$ cat config.mk
export PLATFORM = sky130hd
export DESIGN_NAME = flop_en_rst_clr
export DESIGN_NICKNAME = d
export VERILOG_FILES = /design/src/rtl/flop_en_rst_clr.sv
export SDC_FILE = /design/constraint.sdc
export NUM_CORES = 1
export LEC_CHECK = 0
export ABC_AREA = 1
export CAP_MARGIN = 20
export CORE_AREA = 5 5 63 65
export DETAILED_ROUTE_END_ITERATION = 8
export DIE_AREA = 0 0 68 70
export GPL_ROUTABILITY_DRIVEN = 0
export PLACE_DENSITY_LB_ADDON = 0.3
export SKIP_LAST_GASP = 1
export SLEW_MARGIN = 5
export SYNTH_ARGS = -nofsm -noshare
export SYNTH_HDL_FRONTEND = slang
export SYNTH_SLANG_ARGS = --single-unit
$ cat constraint.sdc
create_clock -name clk -period 1.5 [get_ports clk]
set_clock_uncertainty 0.1 [all_clocks]
set_input_delay 0.3 -clock clk [delete_from_list [all_inputs] [get_ports clk]]
set_output_delay 0.3 -clock clk [all_outputs]
set_load 0.03 [all_outputs]
$ cat src/rtl/flop_en_rst_clr.sv
// ============================================================================
//  Module      : flop_en_rst_clr
//  Description : Parameterized D register with synchronous reset, synchronous
//                clear and load enable (priority rst > clr > en > hold).
//  Revision    : 1.0 - initial release
// ============================================================================
`default_nettype none

module flop_en_rst_clr #(
    parameter int                 WIDTH     = 32,
    parameter logic [WIDTH-1:0]   RESET_VAL = '0,
    parameter logic [WIDTH-1:0]   CLEAR_VAL = '0
) (
    input  logic             clk,
    input  logic             rst,
    input  logic             en,
    input  logic             clr,
    input  logic [WIDTH-1:0] d,
    output logic [WIDTH-1:0] q
);

    generate
        if (WIDTH < 1) begin : g_width_check
            $fatal(1, "flop_en_rst_clr: WIDTH must be >= 1");
        end
    endgenerate

    logic [WIDTH-1:0] data_q;
    logic [WIDTH-1:0] data_d;

    // Flush wins over stall so a bubble is injected even when the stage is held.
    always_comb begin
        data_d = data_q;
        if (clr) begin
            data_d = CLEAR_VAL;
        end else if (en) begin
            data_d = d;
        end
    end

    always_ff @(posedge clk) begin
        if (rst) begin
            data_q <= RESET_VAL;
        end else begin
            data_q <= data_d;
        end
    end

    assign q = data_q;

endmodule

`default_nettype wire

==> impl_metrics.py <==
metrics = {
    "timing": {
        "relSlewSlack_pct": 79.17,
        "finalHoldViolCount": 0,
        "maxSlewViolCount": 0,
        "finalCritPeriodShare_pct": 96.26,
        "finalCriticalPeriod_ps": 1444,
        "holdWs_ps": 365.2,
        "fin_ws_ps": 56.07,
        "setup_viol": 0,
        "rsz0062_at_grt": "false",
        "tightestPinTransition_ps": 313.7,
        "setup-tns-final_ps": 0,
        "max_freq_mhz": 692.6,
    },
    "layout": {
        "area_delta_synth_final_pct": 48.43,
        "layout-drive-gt1-share_pct": 10.33,
        "largest_register_ffs": 32,
        "post-route-util_pct": 61.18,
        "n_antenna_cell": 0,
        "final_area_um2": 2009,
        "layout_common_cells": "64 x nor2_1, 64 x nand2_1, 34 x clkdlybuf4s50_1",
        "final_nets": 306,
    },
    "worst_setup_path": {
        "path_buf_inv": 1,
        "rr_worst_depth": 2,
        "path_cells": "clkdlybuf4s15_1",
        "cp-start-kind": "register",
        "slowest_delay_ps": 380,
        "arrival_ps": 1040,
        "cp-end-kind": "primary output",
        "cp_max_fo": 2,
        "cp_top_family": "buffers and inverters",
        "required_ps": 1100,
        "critPathKind": "register to primary output",
        "slowest_stage": "clkdlybuf4s15_1",
        "cp.depth": 1,
    },
    "status": {
        "status": "finished, final reports clean",
    },
    "route": {
        "dr.pass1.iters": 4,
        "drc": 0,
        "post_drt_via_cell_ratio": 4.009,
        "ant_nets": 0,
        "drt_iter0_markers": 77,
        "avgRoutedWirePerCell_um": 9.596,
        "via_count": 1271,
        "wirelength_um": 3042,
    },
    "power": {
        "switching_share_pct": 27.00,
        "power_density_nw_per_um2": 876.8,
        "pwr-share-clk_pct": 28.4,
        "pwr-share-comb_pct": 20.3,
        "p_int_mw": 1.286,
        "ir_drop_v": 0.0006791,
        "p_seq_share_pct": 51.2,
        "p_leak_nw": 1.027,
        "netSwitchingPower_mw": 0.4757,
    },
    "cts": {
        "tritoncts": "built",
        "cts_buffers": 5,
        "htreeDepth": 2,
        "ctsLongestPathBuffers": 2,
        "cts.sinks": 32,
        "cts_hold_buf": 0,
        "clock_latency_ps": 330,
        "clk_pin_slew_ps": 90,
        "ctsRootBufferMaster": "clkbuf_4",
    },
    "floorplanning": {
        "start_util_pct": 41.22,
        "rows": 21,
        "fp.coreArea_um2": 3284,
        "die_area_um2": 4760,
        "die_y_um": 70,
        "ios": 68,
        "die_w_um": 68,
    },
    "synth": {
        "ys_warn_count": 0,
        "synth_top_area_cell": "dfxtp_1",
        "synthTopCellsByArea": "dfxtp_1 47%, nand2_1 18%, nor2_1 18%, inv_1 8.9%, buf_6 5.8%",
        "yosysSeqAreaShare_pct": 47.32,
        "synth_area_per_cell_um2": 6.669,
        "synthDistinctLibCells": 7,
        "netlist_instances": 203,
        "synth_nets": 239,
        "synth_area_um2": 1354,
        "ys_ff_latch": 32,
        "synth_top_area_share_pct": 47.32,
    },
    "global_route": {
        "grt_pass1_vias": 1137,
        "grt_pass1_wl_um": 4878,
        "grt_max_degree": 65,
        "antenna_found_initial": 0,
        "grt_overflow": 0,
        "grt_usage_pct": 13.73,
    },
    "min_path": {
        "hold_depth": 4,
        "hold_path_class": "input pin to register",
    },
    "place": {
        "dpl_worst_slack_ps": 65.49,
        "port_buffers": 67,
        "dp.final_hpwl_um": 2242,
        "placedInstanceArea_um2": 2036,
    },
    "run": {
        "maxCapViolCount": 0,
    },
}
## synth_stat cells
cell / count
buf_4: 3
buf_6: 7
dfxtp_1: 32
inv_1: 32
nand2_1: 64
nor2_1: 64
nor2_4: 1
## layout make-up
| cell class | instances | area, um2 |
|---|---|---|
| multi-input cells | 129 | 491.7 |
| flip-flops and latches | 32 | 640.6 |
| inverters | 32 | 120.1 |
| repair buffers | 70 | 640.6 |
| fillers | 304 | 1275 |
| well taps | 46 | 57.56 |
| clock buffers | 8 | 58.81 |
## path summary, 6_finish.rpt
kind,slack (ps),from,end
hold reg to reg,370,q[19],q[19]
setup / recovery,60,q[26],q[26]
setup reg to reg,830,q[16],q[16]
hold / removal,370,en,q[29]
## power by group through the flow
stage                     clock (mW)  combinational (mW)  sequential (mW)
after floorplan                    0               0.140            0.995
after global placement             0               0.385            0.921
after detailed placement           0               0.390            0.923
after CTS                      0.533               0.367            0.902
after global routing           0.583               0.392            0.908
final                          0.501               0.358            0.903
## stage by stage
step,cells,power (mW)
final,317,1.762
after CTS,317,1.801
after detailed placement,309,1.312
after floorplan,203,1.135
after global routing,317,1.883
after global placement,309,1.306
## cells by family after synthesis
family	Yosys count	share of synthesized area (%)
buffers and inverters	42	16.36
flip-flops	32	47.32
AND/OR/NAND/NOR	129	36.32
## what timing repair did
action	4_1_cts	5_1_grt
resized for setup	39	42
setup buffers	0	0
setup endpoints to repair	32	32
## metal layers
layer | track usage [%] | vias up | share of wire, %
met2 | 21.84 | 44 | 46
met5 | 0 | - | 0
met4 | 8.609 | 0 | 2.7
li1 | - | 708 | -
met3 | 7.212 | 8 | 11
met1 | 13.64 | 511 | 40
(Power assumes the default switching activity.)
